## src/rtl/dbgu_pkg.sv

```systemverilog
// Shared definitions for the debug command engine.
//   - Command opcodes (compatible with the original 0x01/0x04/0x05/0x22 protocol).
//   - Engine state encoding.
package dbgu_pkg;

  localparam logic [7:0] OP_SET_ADDR = 8'h01;
  localparam logic [7:0] OP_WRITE    = 8'h04;
  localparam logic [7:0] OP_READ     = 8'h05;
  localparam logic [7:0] OP_BREAD    = 8'h06;
  localparam logic [7:0] OP_BWRITE   = 8'h07;
  localparam logic [7:0] OP_STATUS   = 8'h08;
  localparam logic [7:0] OP_CPU_CLK  = 8'h22;
  localparam logic [7:0] OP_CPU_RST  = 8'h23;

  typedef enum logic [1:0] {
    StIdle,
    StArg,
    StMemReq,
    StTx
  } state_e;

endpackage

```

## src/rtl/dbgu_shreg.sv

```systemverilog
// Little-endian byte shift register.
// A shift pushes a byte in at the top and drops the low byte, so after W/8
// shifts the first byte received sits in bits [7:0]. Shifting in zeros
// serialises a loaded word low byte first through data[7:0].
// Ports:
//   clk, reset  - clock and synchronous active-high reset (clears data)
//   load        - parallel load of load_data (has priority over shift)
//   shift       - shift right by one byte, shift_byte enters at the top
//   data        - current register contents
module dbgu_shreg #(
  parameter int unsigned W = 32
) (
  input  logic         clk,
  input  logic         reset,
  input  logic         load,
  input  logic [W-1:0] load_data,
  input  logic         shift,
  input  logic [7:0]   shift_byte,
  output logic [W-1:0] data
);

  always_ff @(posedge clk) begin
    if (reset) begin
      data <= '0;
    end else if (load) begin
      data <= load_data;
    end else if (shift) begin
      data <= (data >> 8) | (W'(shift_byte) << (W - 8));
    end
  end

endmodule

```

## src/rtl/dbgu_cmd.sv

```systemverilog
// Byte-stream debug command engine: decodes commands from the debug UART byte
// stream and performs word accesses on a picorv32-style native memory bus.
// Ports:
//   clk, reset           - clock, synchronous active-high reset
//   rx_data, rx_valid    - received byte and its one-cycle strobe
//   tx_data, tx_valid    - response byte, held until tx_ready
//   tx_ready             - transmitter accepts the byte
//   mem_valid/addr/wdata/wstrb, mem_ready/rdata - memory bus
//   cpu_clk_en, cpu_reset - CPU control bits
module dbgu_cmd
  import dbgu_pkg::*;
#(
  parameter int unsigned ADDR_W   = 32,
  parameter int unsigned DATA_W   = 32,
  parameter bit          AUTO_INC = 1'b1,
  parameter logic [7:0]  NAK_BYTE = 8'hEE
) (
  input  logic                clk,
  input  logic                reset,
  input  logic [7:0]          rx_data,
  input  logic                rx_valid,
  output logic [7:0]          tx_data,
  output logic                tx_valid,
  input  logic                tx_ready,
  output logic                mem_valid,
  output logic [ADDR_W-1:0]   mem_addr,
  output logic [DATA_W-1:0]   mem_wdata,
  output logic [DATA_W/8-1:0] mem_wstrb,
  input  logic                mem_ready,
  input  logic [DATA_W-1:0]   mem_rdata,
  output logic                cpu_clk_en,
  output logic                cpu_reset
);

  localparam int unsigned WB  = DATA_W / 8;
  localparam int unsigned AB  = ADDR_W / 8;
  localparam int unsigned RW  = (ADDR_W > DATA_W) ? ADDR_W : DATA_W;
  localparam int unsigned LSB = $clog2(WB);
  localparam logic [ADDR_W-1:0] ADDR_MASK = {ADDR_W{1'b1}} << LSB;

  state_e              state_q, state_d;
  logic [7:0]          op_q, op_d;
  logic [3:0]          cnt_q, cnt_d;
  logic [3:0]          tx_cnt_q, tx_cnt_d;
  logic [7:0]          burst_q, burst_d;
  logic                need_cnt_q, need_cnt_d;
  logic                ptr_load_q, ptr_load_d;
  logic [ADDR_W-1:0]   ptr_q, ptr_d;
  logic                overrun_q, overrun_d;
  logic                clk_en_q, clk_en_d;
  logic                cpu_rst_q, cpu_rst_d;
  logic                is_write_q, is_write_d;
  logic                is_status_q, is_status_d;
  logic                mem_valid_q, mem_valid_d;
  logic [ADDR_W-1:0]   mem_addr_q, mem_addr_d;
  logic [DATA_W-1:0]   mem_wdata_q, mem_wdata_d;
  logic [WB-1:0]       mem_wstrb_q, mem_wstrb_d;

  logic [3:0]          arg_last;
  logic                rx_shift, tx_load, tx_shift;
  logic [DATA_W-1:0]   tx_load_data;
  logic [RW-1:0]       rx_sh;
  logic [DATA_W-1:0]   tx_sh;

  // Argument bytes accumulate at the top, so the last AB/WB bytes are the field.
  dbgu_shreg #(.W(RW)) u_rx_sh (
    .clk        (clk),
    .reset      (reset),
    .load       (1'b0),
    .load_data  ('0),
    .shift      (rx_shift),
    .shift_byte (rx_data),
    .data       (rx_sh)
  );

  dbgu_shreg #(.W(DATA_W)) u_tx_sh (
    .clk        (clk),
    .reset      (reset),
    .load       (tx_load),
    .load_data  (tx_load_data),
    .shift      (tx_shift),
    .shift_byte (8'h00),
    .data       (tx_sh)
  );

  always_comb begin
    case (op_q)
      OP_SET_ADDR:         arg_last = 4'(AB - 1);
      OP_WRITE, OP_BWRITE: arg_last = 4'(WB - 1);
      default:             arg_last = 4'd0;
    endcase
  end

  always_comb begin
    state_d      = state_q;
    op_d         = op_q;
    cnt_d        = cnt_q;
    tx_cnt_d     = tx_cnt_q;
    burst_d      = burst_q;
    need_cnt_d   = need_cnt_q;
    ptr_load_d   = 1'b0;
    ptr_d        = ptr_q;
    overrun_d    = overrun_q;
    clk_en_d     = clk_en_q;
    cpu_rst_d    = cpu_rst_q;
    is_write_d   = is_write_q;
    is_status_d  = is_status_q;
    mem_valid_d  = mem_valid_q;
    mem_addr_d   = mem_addr_q;
    mem_wdata_d  = mem_wdata_q;
    mem_wstrb_d  = mem_wstrb_q;
    rx_shift     = 1'b0;
    tx_load      = 1'b0;
    tx_shift     = 1'b0;
    tx_load_data = '0;

    unique case (state_q)
      StIdle: begin
        if (rx_valid) begin
          op_d        = rx_data;
          cnt_d       = '0;
          tx_cnt_d    = '0;
          burst_d     = '0;
          need_cnt_d  = 1'b0;
          is_status_d = 1'b0;
          is_write_d  = (rx_data == OP_WRITE) || (rx_data == OP_BWRITE);
          case (rx_data)
            OP_SET_ADDR, OP_WRITE, OP_CPU_CLK, OP_CPU_RST: state_d = StArg;
            OP_BREAD, OP_BWRITE: begin
              state_d    = StArg;
              need_cnt_d = 1'b1;
            end
            OP_READ: state_d = StMemReq;
            OP_STATUS: begin
              state_d      = StTx;
              tx_load      = 1'b1;
              tx_load_data = DATA_W'({7'b0, overrun_q});
              is_status_d  = 1'b1;
            end
            default: begin
              state_d      = StTx;
              tx_load      = 1'b1;
              tx_load_data = DATA_W'(NAK_BYTE);
            end
          endcase
        end
      end

      StArg: begin
        if (rx_valid) begin
          if (need_cnt_q) begin
            burst_d    = rx_data;
            need_cnt_d = 1'b0;
            if (op_q == OP_BREAD) state_d = StMemReq;
          end else begin
            rx_shift = 1'b1;
            cnt_d    = cnt_q + 4'd1;
            if (cnt_q == arg_last) begin
              cnt_d   = '0;
              state_d = StIdle;
              case (op_q)
                OP_SET_ADDR: ptr_load_d = 1'b1;
                OP_CPU_CLK:  clk_en_d   = rx_data[0];
                OP_CPU_RST:  cpu_rst_d  = rx_data[0];
                default:     state_d    = StMemReq;
              endcase
            end
          end
        end
      end

      StMemReq: begin
        if (!mem_valid_q) begin
          mem_valid_d = 1'b1;
          mem_addr_d  = ptr_q & ADDR_MASK;
          mem_wdata_d = rx_sh[RW-1 -: DATA_W];
          mem_wstrb_d = is_write_q ? '1 : '0;
        end else if (mem_ready) begin
          mem_valid_d = 1'b0;
          if (AUTO_INC) ptr_d = ptr_q + ADDR_W'(WB);
          if (is_write_q) begin
            if (burst_q != 8'd0) begin
              burst_d = burst_q - 8'd1;
              state_d = StArg;
            end else begin
              state_d = StIdle;
            end
          end else begin
            tx_load      = 1'b1;
            tx_load_data = mem_rdata;
            tx_cnt_d     = 4'(WB - 1);
            state_d      = StTx;
          end
        end
      end

      StTx: begin
        if (tx_ready) begin
          if (tx_cnt_q == 4'd0) begin
            if (burst_q != 8'd0) begin
              burst_d = burst_q - 8'd1;
              state_d = StMemReq;
            end else begin
              state_d = StIdle;
            end
          end else begin
            tx_shift = 1'b1;
            tx_cnt_d = tx_cnt_q - 4'd1;
          end
        end
      end
    endcase

    // New address becomes visible one cycle after its last byte lands in rx_sh.
    if (ptr_load_q) ptr_d = rx_sh[RW-1 -: ADDR_W];

    // A dropped strobe outranks the clear from an accepted STATUS byte.
    if (rx_valid && (state_q == StMemReq || state_q == StTx)) begin
      overrun_d = 1'b1;
    end else if (state_q == StTx && tx_ready && is_status_q) begin
      overrun_d = 1'b0;
    end
  end

  always_ff @(posedge clk) begin
    if (reset) begin
      state_q     <= StIdle;
      op_q        <= '0;
      cnt_q       <= '0;
      tx_cnt_q    <= '0;
      burst_q     <= '0;
      need_cnt_q  <= 1'b0;
      ptr_load_q  <= 1'b0;
      ptr_q       <= '0;
      overrun_q   <= 1'b0;
      clk_en_q    <= 1'b1;
      cpu_rst_q   <= 1'b0;
      is_write_q  <= 1'b0;
      is_status_q <= 1'b0;
      mem_valid_q <= 1'b0;
      mem_addr_q  <= '0;
      mem_wdata_q <= '0;
      mem_wstrb_q <= '0;
    end else begin
      state_q     <= state_d;
      op_q        <= op_d;
      cnt_q       <= cnt_d;
      tx_cnt_q    <= tx_cnt_d;
      burst_q     <= burst_d;
      need_cnt_q  <= need_cnt_d;
      ptr_load_q  <= ptr_load_d;
      ptr_q       <= ptr_d;
      overrun_q   <= overrun_d;
      clk_en_q    <= clk_en_d;
      cpu_rst_q   <= cpu_rst_d;
      is_write_q  <= is_write_d;
      is_status_q <= is_status_d;
      mem_valid_q <= mem_valid_d;
      mem_addr_q  <= mem_addr_d;
      mem_wdata_q <= mem_wdata_d;
      mem_wstrb_q <= mem_wstrb_d;
    end
  end

  assign tx_data    = tx_sh[7:0];
  assign tx_valid   = (state_q == StTx);
  assign mem_valid  = mem_valid_q;
  assign mem_addr   = mem_addr_q;
  assign mem_wdata  = mem_wdata_q;
  assign mem_wstrb  = mem_wstrb_q;
  assign cpu_clk_en = clk_en_q;
  assign cpu_reset  = cpu_rst_q;

endmodule
```

## config.mk

```make
export PLATFORM = sky130hd
export DESIGN_NAME = dbgu_cmd
export DESIGN_NICKNAME = d
export VERILOG_FILES = /design/src/rtl/dbgu_pkg.sv /design/src/rtl/dbgu_shreg.sv /design/src/rtl/dbgu_cmd.sv
export SDC_FILE = /design/constraint.sdc
export NUM_CORES = 1
export LEC_CHECK = 0
export ABC_AREA = 1
export CORE_MARGIN = 3
export CORE_UTILIZATION = 55
export CTS_CLUSTER_SIZE = 24
export DETAILED_ROUTE_END_ITERATION = 12
export PLACE_DENSITY = 0.8
export REMOVE_ABC_BUFFERS = 1
export SYNTH_ARGS = -nofsm -noshare
export SYNTH_HDL_FRONTEND = slang
export SYNTH_SLANG_ARGS = --single-unit
```

## constraint.sdc

```tcl
create_clock -name clk -period 4.78 [get_ports clk]
set_input_delay 1.195 -clock clk [delete_from_list [all_inputs] [get_ports clk]]
set_output_delay 1.195 -clock clk [all_outputs]
set_load 0.02 [all_outputs]
```

-- Yosys cells after proc, flatten, opt, wreduce, memory -nomap -nowiden
Cells that the tools add are included.
- input bits: 45
- logic and storage cells: 163
- output and inout bits: 80
- bits in registers: 196
- eq/ne operators: 31
- bitwise logic cells: 6
- reductions and logical operators: 31
- mux-type cells: 72
- add/sub/neg operators: 4
- operators with widths (cell ; number):
    2-to-1 mux 32 bit ; 9
    2-to-1 mux 8 bit ; 10
    case mux 32 bit (2 select lines) ; 1
    == test 8 x 3 -> 1 bit, second input constant ; 7
    2-to-1 mux 4 bit ; 10
    adder 32 x 3 -> 32 bit, second input constant ; 1
    == test 8 x 6 -> 1 bit, second input constant ; 4
    bitwise OR 24 x 32 -> 32 bit ; 1
    case mux 8 bit (4 select lines) ; 1
    2-to-1 mux 2 bit ; 13
    2-to-1 mux 1 bit ; 21
    != test 2 bit, second input constant ; 9
    == test 8 x 1 -> 1 bit, second input constant ; 2
    case mux 8 bit (2 select lines) ; 1
    AND reduction 8 bit ; 2
    case mux 4 bit (3 select lines) ; 1
    nonzero test 2 bit ; 6
    AND reduction 5 bit ; 2
    == test 8 x 4 -> 1 bit, second input constant ; 1
    case mux 2 bit (4 select lines) ; 1
    case mux 4 bit (2 select lines) ; 1
    nonzero test 8 bit ; 1
    subtractor 8 x 1 -> 8 bit, second input constant ; 1
    AND reduction 7 bit ; 1
    23 further kinds ; 37

-- Logic depth before layout (Yosys ltp)
Gate-level depths: netlist of the first run.
- depth after elaboration: 8
- mapped depth: 12
- gate-level depth less buffers: 12

-- Cells and area by module
A second synthesis of the first run with hierarchy kept.
- cell total of the unflattened synthesis: 1518
- area, all modules: 9780.6 um^2
- modules (own cells, without submodules) (module ; cells an instance ; area each (um^2) ; times used ; seq. area each (um^2)):
    dbgu_cmd ; 990 ; 6477.5 ; 1 ; 2542.4
    dbgu_shreg ; 264 ; 1651.6 ; 2 ; 640.6

-- Least setup slack after synthesis of the first run
OpenSTA, ideal clock, no wires.
- path kind: in2reg
- from: input rx_data[4]
- to: register u_tx_sh.data[14]
- path buffers: 1
- data arrival time: 2.261 ns
- setup slack: 2.454 ns
- data required time: 4.716 ns
- stages: 12
- setup time: 0.064 ns
- cell sequence: nor2_1 nand2_1 inv_1 nand2_1 nand3_1 inv_1 nand2_1 nand2_1 clkbuf_2 o21ai_0 inv_1 nor2_1
- cells in the longest elaborated chain, start to end: 6
- elaborated cells between the ends (all ways): 13
- those cells by class: eq/ne: 7; mux: 4; reduce/logical: 2
- RTL lines (item ; line ; RTL):
    from (decl) ; dbgu_cmd.sv:20 ; input logic [7:0] rx_data,
    == test 8 x 3 -> 1 bit (tied with other cells) ; dbgu_cmd.sv:127 ; case (rx_data)
    OR reduction 7 bit (no source line) * ; n/a ;
    2-to-1 mux 1 bit * ; dbgu_cmd.sv:127 ;
    2-to-1 mux 1 bit * ; dbgu_cmd.sv:119 ; if (rx_valid) begin
    case mux 1 bit (2 select lines) * ; dbgu_cmd.sv:117 ; unique case (state_q)
    2-to-1 mux 32 bit or nonzero test 2 bit (tied branches) ; n/a ;
    to (signal assigned) ; dbgu_shreg.sv:26 ; data <= load_data;
    to (signal assigned) ; dbgu_shreg.sv:28 ; data <= (data >> 8) | (W'(shift_byte) << (W - 8));
    to (decl) ; dbgu_shreg.sv:19 ; output logic [W-1:0] data
Every way passes the cells marked *; elsewhere a longest branch is shown, timed or not.
A chain may end at the register's enable or synchronous reset.

-- Worst setup path after layout of the first run
- from: register state_q[1]
- to: output tx_valid
- cells in the longest elaborated chain, start to end: 1
- RTL lines (item ; line ; RTL):
    from (decl) ; dbgu_cmd.sv:41 ; state_e state_q, state_d;
    from (signal assigned) ; dbgu_cmd.sv:227 ; state_q <= StIdle;
    from (signal assigned) ; dbgu_cmd.sv:245 ; state_q <= state_d;
    == test 2 bit ; dbgu_cmd.sv:266 ; assign tx_valid = (state_q == StTx);
    to (decl) ; dbgu_cmd.sv:23 ; output logic tx_valid,
No other way between the ends.

==> impl_metrics.csv, run 1 <==
group,metric,value,unit
placement,place.gp.congestion,0.936,
min_path,whs_endpoint,"u_tx_sh.data[25]",
global_routing,grt_pass1_vias,7922,
clock_network,cts_tree,"built",
timing,setup-violations-final,0,
power_and_ir_drop,total_power,6.09,mW
yosys,synth_top_area_share,43.3,%
worst_setup_path,worstSetupEndpointType,"output pin",
worst_setup_path,cp_data_arrival_time,2.07,ns
timing,drv_slew,0,
timing,maxSlewHeadroom,42.7,%
global_routing,overflow,0,
clock_network,numCtsBuffers,17,
outcome,status,"finished clean",
finish,syn2layout_area_growth,21.0,%
worst_setup_path,reg2reg_to,"cpu_reset",
yosys,syn_avg_cell_area,6.80,sq um
clock_network,clk-insertion-delay-late,0.44,ns
floorplan,fp.dieH,133,um
timing,fin_crit,3.26,ns
route,vias,8693,
global_routing,grt_max_degree,130,
clock_network,cts_root_buffer,"clkbuf_16",
timing,period_share,68.2,%
worst_setup_path,required,3.59,ns
yosys,mappedNetlistArea,8820,sq um
route,drt_iter0_markers,857,
global_routing,grt_first_pass_wirelength,38000,um
power_and_ir_drop,power_density,571,nW/um^2
worst_setup_path,worstReg2RegStart,"state_q[1]",
floorplan,dieWidth,133,um
floorplan,io_pins,125,
clock_network,htreeDepth,4,
timing,tns,0,ns
power_and_ir_drop,power_leakage,4.57,nW
worst_setup_path,rr_worst_depth,10,
finish,antennaDiodeCount,0,
finish,final_common_cell,"nor2_1",
floorplan,rows,45,
timing,timing.fmax,307,MHz
clock_network,cts.clk_slew.worst_paths,0.07,ns
clock_network,post_cts_buffers,0,
min_path,min_path_cells,2,
clock_network,post_cts_resized,0,
finish,fin_nets,1428,
route,routed_wl,23300,um
worst_setup_path,critPathLaunchType,"flop",
yosys,yosysWarnings,0,
timing,rsz0062_at_grt,"false",
global_routing,antenna_found_initial,0,
min_path,hold_class,"reg2reg",
worst_setup_path,crit_start,"state_q[1]",
yosys,synth_seq_cells,191,
timing,hold_ws,0.467,ns
yosys,syn_inst,1298,
worst_setup_path,setup.reg_to_reg.worst_slack,1.85,ns
route,vias_per_cell,5.43,
finish,most-common-layout-cells,"271 x nor2_1, 236 x nand2_1, 191 x dfxtp_1, 164 x o21ai_0, 122 x clkdlybuf4s50_1",
worst_setup_path,critical_path_class,"reg2out",
power_and_ir_drop,ir_drop,0.000318,V
clock_network,clock-sinks,191,
timing,tightestPinTransition,0.858,ns
yosys,synth_edf_count,0,
route,wire_per_inst,14.5,um
placement,post-dp-hpwl,16000,um
route,drcViolationCount,0,
yosys,synth_flop_cell,"dfxtp_1",
min_path,hold_path.startpoint,"u_tx_sh.data[25]",
route,drtAntennaViolNets,0,
route,drt_pass1_iterations,5,
floorplan,die_area,17600,sq um
flow_run,drv_cap,0,
yosys,netlist.top_cell.by_area,"dfxtp_1",
clock_network,cts_buffer_depth,2,
timing,skew,0.00829,ns
finish,final_layout_size_suffix_gt1_share,4.60,%
floorplan,initial_core_util,57.2,%
yosys,synthDistinctLibCells,38,
clock_network,postCtsHoldBufs,0,
yosys,synth_area_leaders,"dfxtp_1 43%, nor2_1 12%, nand2_1 10%",
yosys,synthArstFlopShare,0,%
floorplan,core_area,15400,sq um
worst_setup_path,path_max_fanout,14,
timing,final_hold_viol_count,0,
global_routing,grt.total_usage,26.0,%
placement,port_buffers,122,
yosys,ys_seq_area_share,43.3,%
[per-stage QoR]
step	setup slack [ns]	area, sq um	instances	utilization, %
2_1_floorplan	1.41	8490	1230	-
3_3_place_gp	1.36	10000	1570	65.1
3_5_place_dp	1.26	10000	1570	65.1
4_1_cts	1.57	10700	1602	69.2
5_1_grt	1.40	10700	1602	69.2
6_report	1.52	10700	1602	69.2
[kinds of logic (layout without fill, tap and decap cells)]
| kind of cell | Yosys count | in the layout | share of synthesized area, % |
|---|---|---|---|
| AND/OR/NAND/NOR | 615 | 615 | 28.9 |
| AO/OA/AOI/OAI | 273 | 273 | 16.0 |
| buffers and inverters | 195 | 287 | 9.22 |
| flip-flops | 191 | 191 | 43.3 |
| XOR/XNOR | 18 | 18 | 1.79 |
| adder cells (fa/ha/maj) | 5 | 5 | 0.709 |
| other | 1 | 2 | 0.0425 |
[routing by layer]
layer / up-vias / wire length [um] / global-route usage [%]
li1: 4333 / - / -
met4: 0 / 611 / 8.83
met5: - / 0 / 0
met2: 334 / 11000 / 43.5
met3: 45 / 1570 / 4.94
met1: 3981 / 10100 / 34.0
[registers in the layout, indices dropped and copies added, names as in the netlist, 2 cells and up]
register,cells
state_q,2
u_rx_sh.data,32
burst_q,8
cnt_q,4
mem_addr,30
u_tx_sh.data,32
mem_wdata,32
tx_cnt_q,4
op_q,8
ptr_q,30
[worst max-delay path by stage]
stage,endpoint,depth (start not counted)
finish,tx_valid,3
global placement,u_tx_sh.data[29],12
detailed placement,u_tx_sh.data[12],10
floorplan,ptr_q[19],3
CTS,tx_valid,3
global route,u_tx_sh.data[21],12
[cell usage after synthesis (all sizes together), types with 5 or more instances]
cell and instances:
a21oi 79, a31oi 12, buf 32, clkbuf 37
dfxtp 191, ha 5, inv 126, nand2 238
nand3 52, nand4 21, nor2 278, nor3 15
o21ai 168, o22ai 5, xor2 17
[final cells by class]
cell class	count	area (sq um)
fillers	1377	4750
multi-input cells	913	4200
flip-flops and latches	191	3820
repair buffers	129	1290
inverters	126	474
clock buffers	19	433
well taps	211	264
clock inverters	13	201
[critical path: stages (launching register included)]
cell and delay, ns:
dfxtp_1 0.66, nand2_1 0.16, inv_2 0.17, clkdlybuf4s50_1 0.63
[power breakdown]
| group | total, mW | internal, mW | leakage (nW) | switching, mW |
|---|---|---|---|---|
| registers | 2.27 | 1.99 | 1.56 | 0.277 |
| clock network | 1.54 | 0.892 | 0.308 | 0.652 |
| logic | 2.28 | 0.880 | 2.70 | 1.40 |
(Power assumes the default switching activity.)
==> inputs of run 2 (changes only) <==
- clock period: 4.78 -> 3.2 ns (I/O delays scaled with it)
==> run 2 against run 1 <==
Utilization up 0.42 points. Power increased by 48%. First-iteration DRC count down 10%. Clock skew is essentially flat. Final area rose by 0.61%. Sequential share of layout area shrank 0.22 points. Hold slack got worse by 0.0048 ns. Final cell count rose by 0.94%. Die area unchanged. Largest power group unchanged. Highest routed layer unchanged.
==> impl_metrics.csv, run 2 (synthesized netlist as in run 1, its figures left out) <==
group,metric,value,unit
finish,final_common_cell,"nor2_1",
global_routing,grt_first_pass_wirelength,38300,um
timing,timing.fmax,376,MHz
floorplan,rows,45,
placement,post-dp-hpwl,16500,um
power_and_ir_drop,p_comb_share,39.1,%
route,drt_pass1_iterations,5,
route,vias,8748,
worst_setup_path,crit_family,"buffers and inverters",
finish,fin_nets,1443,
power_and_ir_drop,switching_share,38.8,%
route,drcViolationCount,0,
worst_setup_path,cp_num_buf_inv,2,
clock_network,post_cts_resized,0,
worst_setup_path,critPathLaunchType,"flop",
power_and_ir_drop,p_switching,3.49,mW
timing,hold_ws,0.462,ns
clock_network,clock-sinks,191,
power_and_ir_drop,power_density,837,nW/um^2
power_and_ir_drop,ir_drop,0.000608,V
clock_network,post_cts_buffers,0,
route,routed_wl,23800,um
power_and_ir_drop,sequentialPowerShare,37.4,%
power_and_ir_drop,total_power,9.00,mW
route,drt_iter0_markers,769,
worst_setup_path,max_stage_delay,0.63,ns
outcome,status,"finished clean",
power_and_ir_drop,power_leakage,4.62,nW
worst_setup_path,critical_path_class,"reg2out",
timing,rsz0062_at_grt,"false",
timing,maxSlewHeadroom,44.2,%
timing,period_share,83.1,%
clock_network,cts_tree,"built",
floorplan,core_area,15400,sq um
global_routing,grt.total_usage,26.2,%
power_and_ir_drop,p_int,5.50,mW
floorplan,die_area,17600,sq um
finish,most-common-layout-cells,"271 x nor2_1, 236 x nand2_1, 191 x dfxtp_1, 164 x o21ai_0, 122 x clkdlybuf4s50_1",
clock_network,cts.clk_slew.worst_paths,0.07,ns
route,vias_per_cell,5.41,
timing,drv_slew,0,
route,drtAntennaViolNets,0,
global_routing,antenna_found_initial,0,
floorplan,initial_core_util,57.2,%
timing,setup-violations-final,0,
worst_setup_path,cp_slowest_cell,"clkdlybuf4s50_1",
finish,fillers,1353,
clock_network,cts_root_buffer,"clkbuf_16",
finish,final_layout_size_suffix_gt1_share,5.69,%
clock_network,cts_buffer_depth,2,
timing,tightestPinTransition,0.835,ns
clock_network,numCtsBuffers,17,
worst_setup_path,worstSetupEndpointType,"output pin",
placement,port_buffers,122,
timing,tns,0,ns
timing,fin_crit,2.66,ns
global_routing,grt_max_degree,77,
worst_setup_path,path_max_fanout,7,
timing,final_hold_viol_count,0,
global_routing,grt_pass1_vias,8095,
min_path,hold_class,"reg2reg",
route,wire_per_inst,14.7,um
clock_network,postCtsHoldBufs,0,
clock_network,clk-insertion-delay-late,0.43,ns
worst_setup_path,cp_data_arrival_time,1.86,ns
floorplan,io_pins,125,
finish,syn2layout_area_growth,21.8,%
flow_run,drv_cap,0,
floorplan,dieWidth,133,um
worst_setup_path,required,2.40,ns
power_and_ir_drop,clockPowerShare,23.4,%
timing,skew,0.00804,ns
floorplan,fp.dieH,133,um
finish,antennaDiodeCount,0,
global_routing,overflow,0,
clock_network,htreeDepth,4,
worst_setup_path,crit_path_cell_trace,"nand2_1, inv_2, clkdlybuf4s50_1",
placement,place.gp.congestion,0.951,
-- run 2: cell count changes in the layout (fill, tap and decap cells not counted) --
cell	previous run	this run
inv_6	3	2
inv_8	3	0
buf_4	6	21
clkbuf_8	0	4
clkbuf_1	2	1
bufinv_16	4	1
clkinvlp_4	1	2
clkinv_4	1	4
-- run 2: area by class of cell --
cell class	count	area, sq um	share of cell area (%)
Clock buffer	22	484	4.51
Timing Repair Buffer	144	1400	13.0
Tap cell	211	264	2.46
Inverter	126	474	4.41
Clock inverter	10	103	0.955
Sequential cell	191	3820	35.6
Multi-Input combinational cell	913	4200	39.1
-- run 2: metrics by stage --
| stage | utilization (%) | std cells | area [sq um] | setup WS, ns |
|---|---|---|---|---|
| 3_5_place_dp | 65.8 | 1585 | 10200 | 0.182 |
| 2_1_floorplan | - | 1230 | 8490 | 0.227 |
| 5_1_grt | 69.6 | 1617 | 10700 | 0.346 |
| 4_1_cts | 69.6 | 1617 | 10700 | 0.552 |
| 3_3_place_gp | 65.8 | 1585 | 10200 | 0.338 |
| 6_report | 69.6 | 1617 | 10700 | 0.541 |
-- run 2: metal layers --
| metal | GRT usage, % | up-vias | share of wire (%) |
|---|---|---|---|
| li1 | - | 4349 | - |
| met2 | 44.2 | 361 | 48 |
| met5 | 0 | - | 0 |
| met3 | 5.21 | 41 | 6.8 |
| met1 | 33.6 | 3997 | 43 |
| met4 | 9.30 | 0 | 2.6 |
-- run 2: worst reg2reg max path, cell delays in order (launching register included) --
cell and delay, ns:
dfxtp_1 0.47, inv_2 0.16, nand2_1 0.39, nor2_2 0.15, nor4_4 0.36, nand3_2 0.33, nor2_1 0.22, nor2_1 0.06
-- run 2: path summary, 6_finish.rpt --
kind | from | end | slack [ns] | cells after the start
min | u_tx_sh.data[27] | u_tx_sh.data[27] | 0.46 | 2
min reg2reg | u_tx_sh.data[27] | u_tx_sh.data[27] | 0.46 | 2
max reg2reg | state_q[1] | burst_q[1] | 0.97 | 7
max | state_q[0] | tx_valid | 0.54 | 3
-- run 2: power by group through the flow --
stage	Clock (mW)	Sequential (mW)	Combinational, mW
floorplan	0	3.74	1.72
global placement	0	3.39	3.42
detailed placement	0	3.40	3.48
CTS	2.11	3.36	3.52
global route	2.21	3.44	3.89
finish	2.11	3.37	3.52
==> inputs of run 3 (changes only) <==
- clock period: 3.2 -> 2.7 ns (I/O delays scaled with it)
==> run 3 against run 2 <==
First-iteration DRC count is 17% lower. Final area increased by 0.88%. Utilization rose by 0.62 points. Clock-buffer cell count is 3 lower. Sequential power rose by 18%. Largest cell class unchanged. Combinational power up 19%.
==> impl_metrics.csv, run 3 (synthesized netlist as in run 1, its figures left out) <==
group,metric,value,unit
global_routing,antenna_found_initial,0,
clock_network,clk-insertion-delay-late,0.44,ns
floorplan,rows,45,
outcome,status,"finished clean",
timing,hold_ws,0.467,ns
power_and_ir_drop,p_switching,4.14,mW
worst_setup_path,path_max_fanout,6,
finish,syn2layout_area_growth,22.8,%
route,drcViolationCount,0,
clock_network,cts_buffer_depth,2,
power_and_ir_drop,sequentialPowerShare,37.1,%
floorplan,initial_core_util,57.2,%
global_routing,grt.total_usage,26.2,%
route,vias_per_cell,5.33,
worst_setup_path,critical_path_class,"reg2out",
min_path,hold_class,"reg2reg",
placement,port_buffers,122,
power_and_ir_drop,ir_drop,0.000559,V
clock_network,cts_root_buffer,"clkbuf_16",
timing,maxSlewHeadroom,44.4,%
worst_setup_path,critPathLaunchType,"flop",
finish,final_common_cell,"nor2_1",
clock_network,clock-sinks,191,
finish,most-common-layout-cells,"271 x nor2_1, 236 x nand2_1, 191 x dfxtp_1, 164 x o21ai_0, 122 x clkdlybuf4s50_1",
power_and_ir_drop,clockPowerShare,23.7,%
worst_setup_path,critPathCapture,"tx_valid",
route,routed_wl,23200,um
worst_setup_path,rr_worst_depth,10,
power_and_ir_drop,power_density,988,nW/um^2
timing,fin_crit,2.34,ns
timing,period_share,86.7,%
power_and_ir_drop,power_leakage,4.68,nW
timing,skew,0.0100,ns
flow_run,drv_cap,0,
timing,tightestPinTransition,0.833,ns
worst_setup_path,worstSetupEndpointType,"output pin",
route,drtAntennaViolNets,0,
clock_network,htreeDepth,4,
worst_setup_path,reg2reg_to,"u_tx_sh.data[13]",
route,drt_iter0_markers,637,
power_and_ir_drop,switching_share,38.6,%
global_routing,overflow,0,
finish,fillers,1364,
placement,place.gp.congestion,0.951,
worst_setup_path,setup.reg_to_reg.worst_slack,0.58,ns
floorplan,io_pins,125,
clock_network,postCtsHoldBufs,0,
worst_setup_path,crit_start,"state_q[1]",
power_and_ir_drop,p_comb_share,39.2,%
finish,multi_input_comb_area,4200,sq um
power_and_ir_drop,total_power,10.7,mW
floorplan,dieWidth,133,um
finish,final_layout_size_suffix_gt1_share,6.55,%
floorplan,core_area,15400,sq um
global_routing,grt_max_degree,47,
clock_network,post_cts_resized,0,
global_routing,grt_first_pass_wirelength,38200,um
global_routing,grt_pass1_vias,8081,
floorplan,fp.dieH,133,um
worst_setup_path,cp_data_arrival_time,1.67,ns
finish,seq_area,3820,sq um
finish,antennaDiodeCount,0,
worst_setup_path,worstReg2RegStart,"tx_cnt_q[0]",
floorplan,die_area,17600,sq um
clock_network,cts.clk_slew.worst_paths,0.07,ns
route,drt_pass1_iterations,6,
finish,fin_nets,1457,
route,wire_per_inst,14.2,um
power_and_ir_drop,p_int,6.57,mW
route,vias,8690,
worst_setup_path,required,2.03,ns
placement,post-dp-hpwl,16300,um
timing,timing.fmax,427,MHz
clock_network,post_cts_buffers,0,
clock_network,cts_tree,"built",
timing,setup-violations-final,0,
clock_network,numCtsBuffers,17,
timing,drv_slew,0,
timing,rsz0062_at_grt,"false",
timing,final_hold_viol_count,0,
[run 3: cell count changes in the layout (fill, tap and decap cells not counted), sizes merged]
cell / change
buf: +14
bufinv: +1
clkbuf: -3
inv: +2
[run 3: worst min path at each step]
stage,startpoint,to,cells past startpoint
after floorplan,u_tx_sh.data[24],u_tx_sh.data[24],2
after global placement,cpu_clk_en,cpu_clk_en,2
after detailed placement,cpu_clk_en,cpu_clk_en,2
after CTS,u_tx_sh.data[29],u_tx_sh.data[29],2
after global routing,u_tx_sh.data[26],u_tx_sh.data[26],2
final,u_tx_sh.data[29],u_tx_sh.data[29],2
[run 3: layer usage]
layer	routed length, um	track usage, %
met3	1480	5.97
met5	0	0
met1	10200	33.4
met2	10800	42.9
met4	743	11.4
[run 3: area by class of cell]
type                       instances  share of cell area, %
timing repair buffer             158                   13.8
multi-input combinational        913                   38.7
inverter                         126                   4.37
tap                              211                   2.44
clock buffer                      19                   3.99
sequential                       191                   35.3
clock inverter                    13                   1.44
[run 3: power groups by stage]
stage                     Sequential [mW]  Combinational (mW)  Clock [mW]
after floorplan                      4.44                2.04           0
after CTS                            3.96                4.21        2.56
after global routing                 4.06                4.67        2.68
after global placement               4.01                4.08           0
final                                3.97                4.20        2.54
after detailed placement             4.01                4.17           0
[run 3: critical path, stage by stage, from the launching register on]
cell	delay (ns)
dfxtp_1	0.36
nand2_1	0.10
inv_2	0.15
clkdlybuf4s50_1	0.63
[run 3: through the flow]
stage	area (sq um)	setup TNS [ns]	utilization [%]	cells	setup WS [ns]
CTS	10800	0	70.3	1631	0.355
floorplan	8490	-13.36	-	1230	-0.240
global route	10800	0	70.3	1631	0.271
global placement	10200	0	66.4	1599	0.230
detailed placement	10200	0	66.4	1599	0.0904
finish	10800	0	70.3	1631	0.359
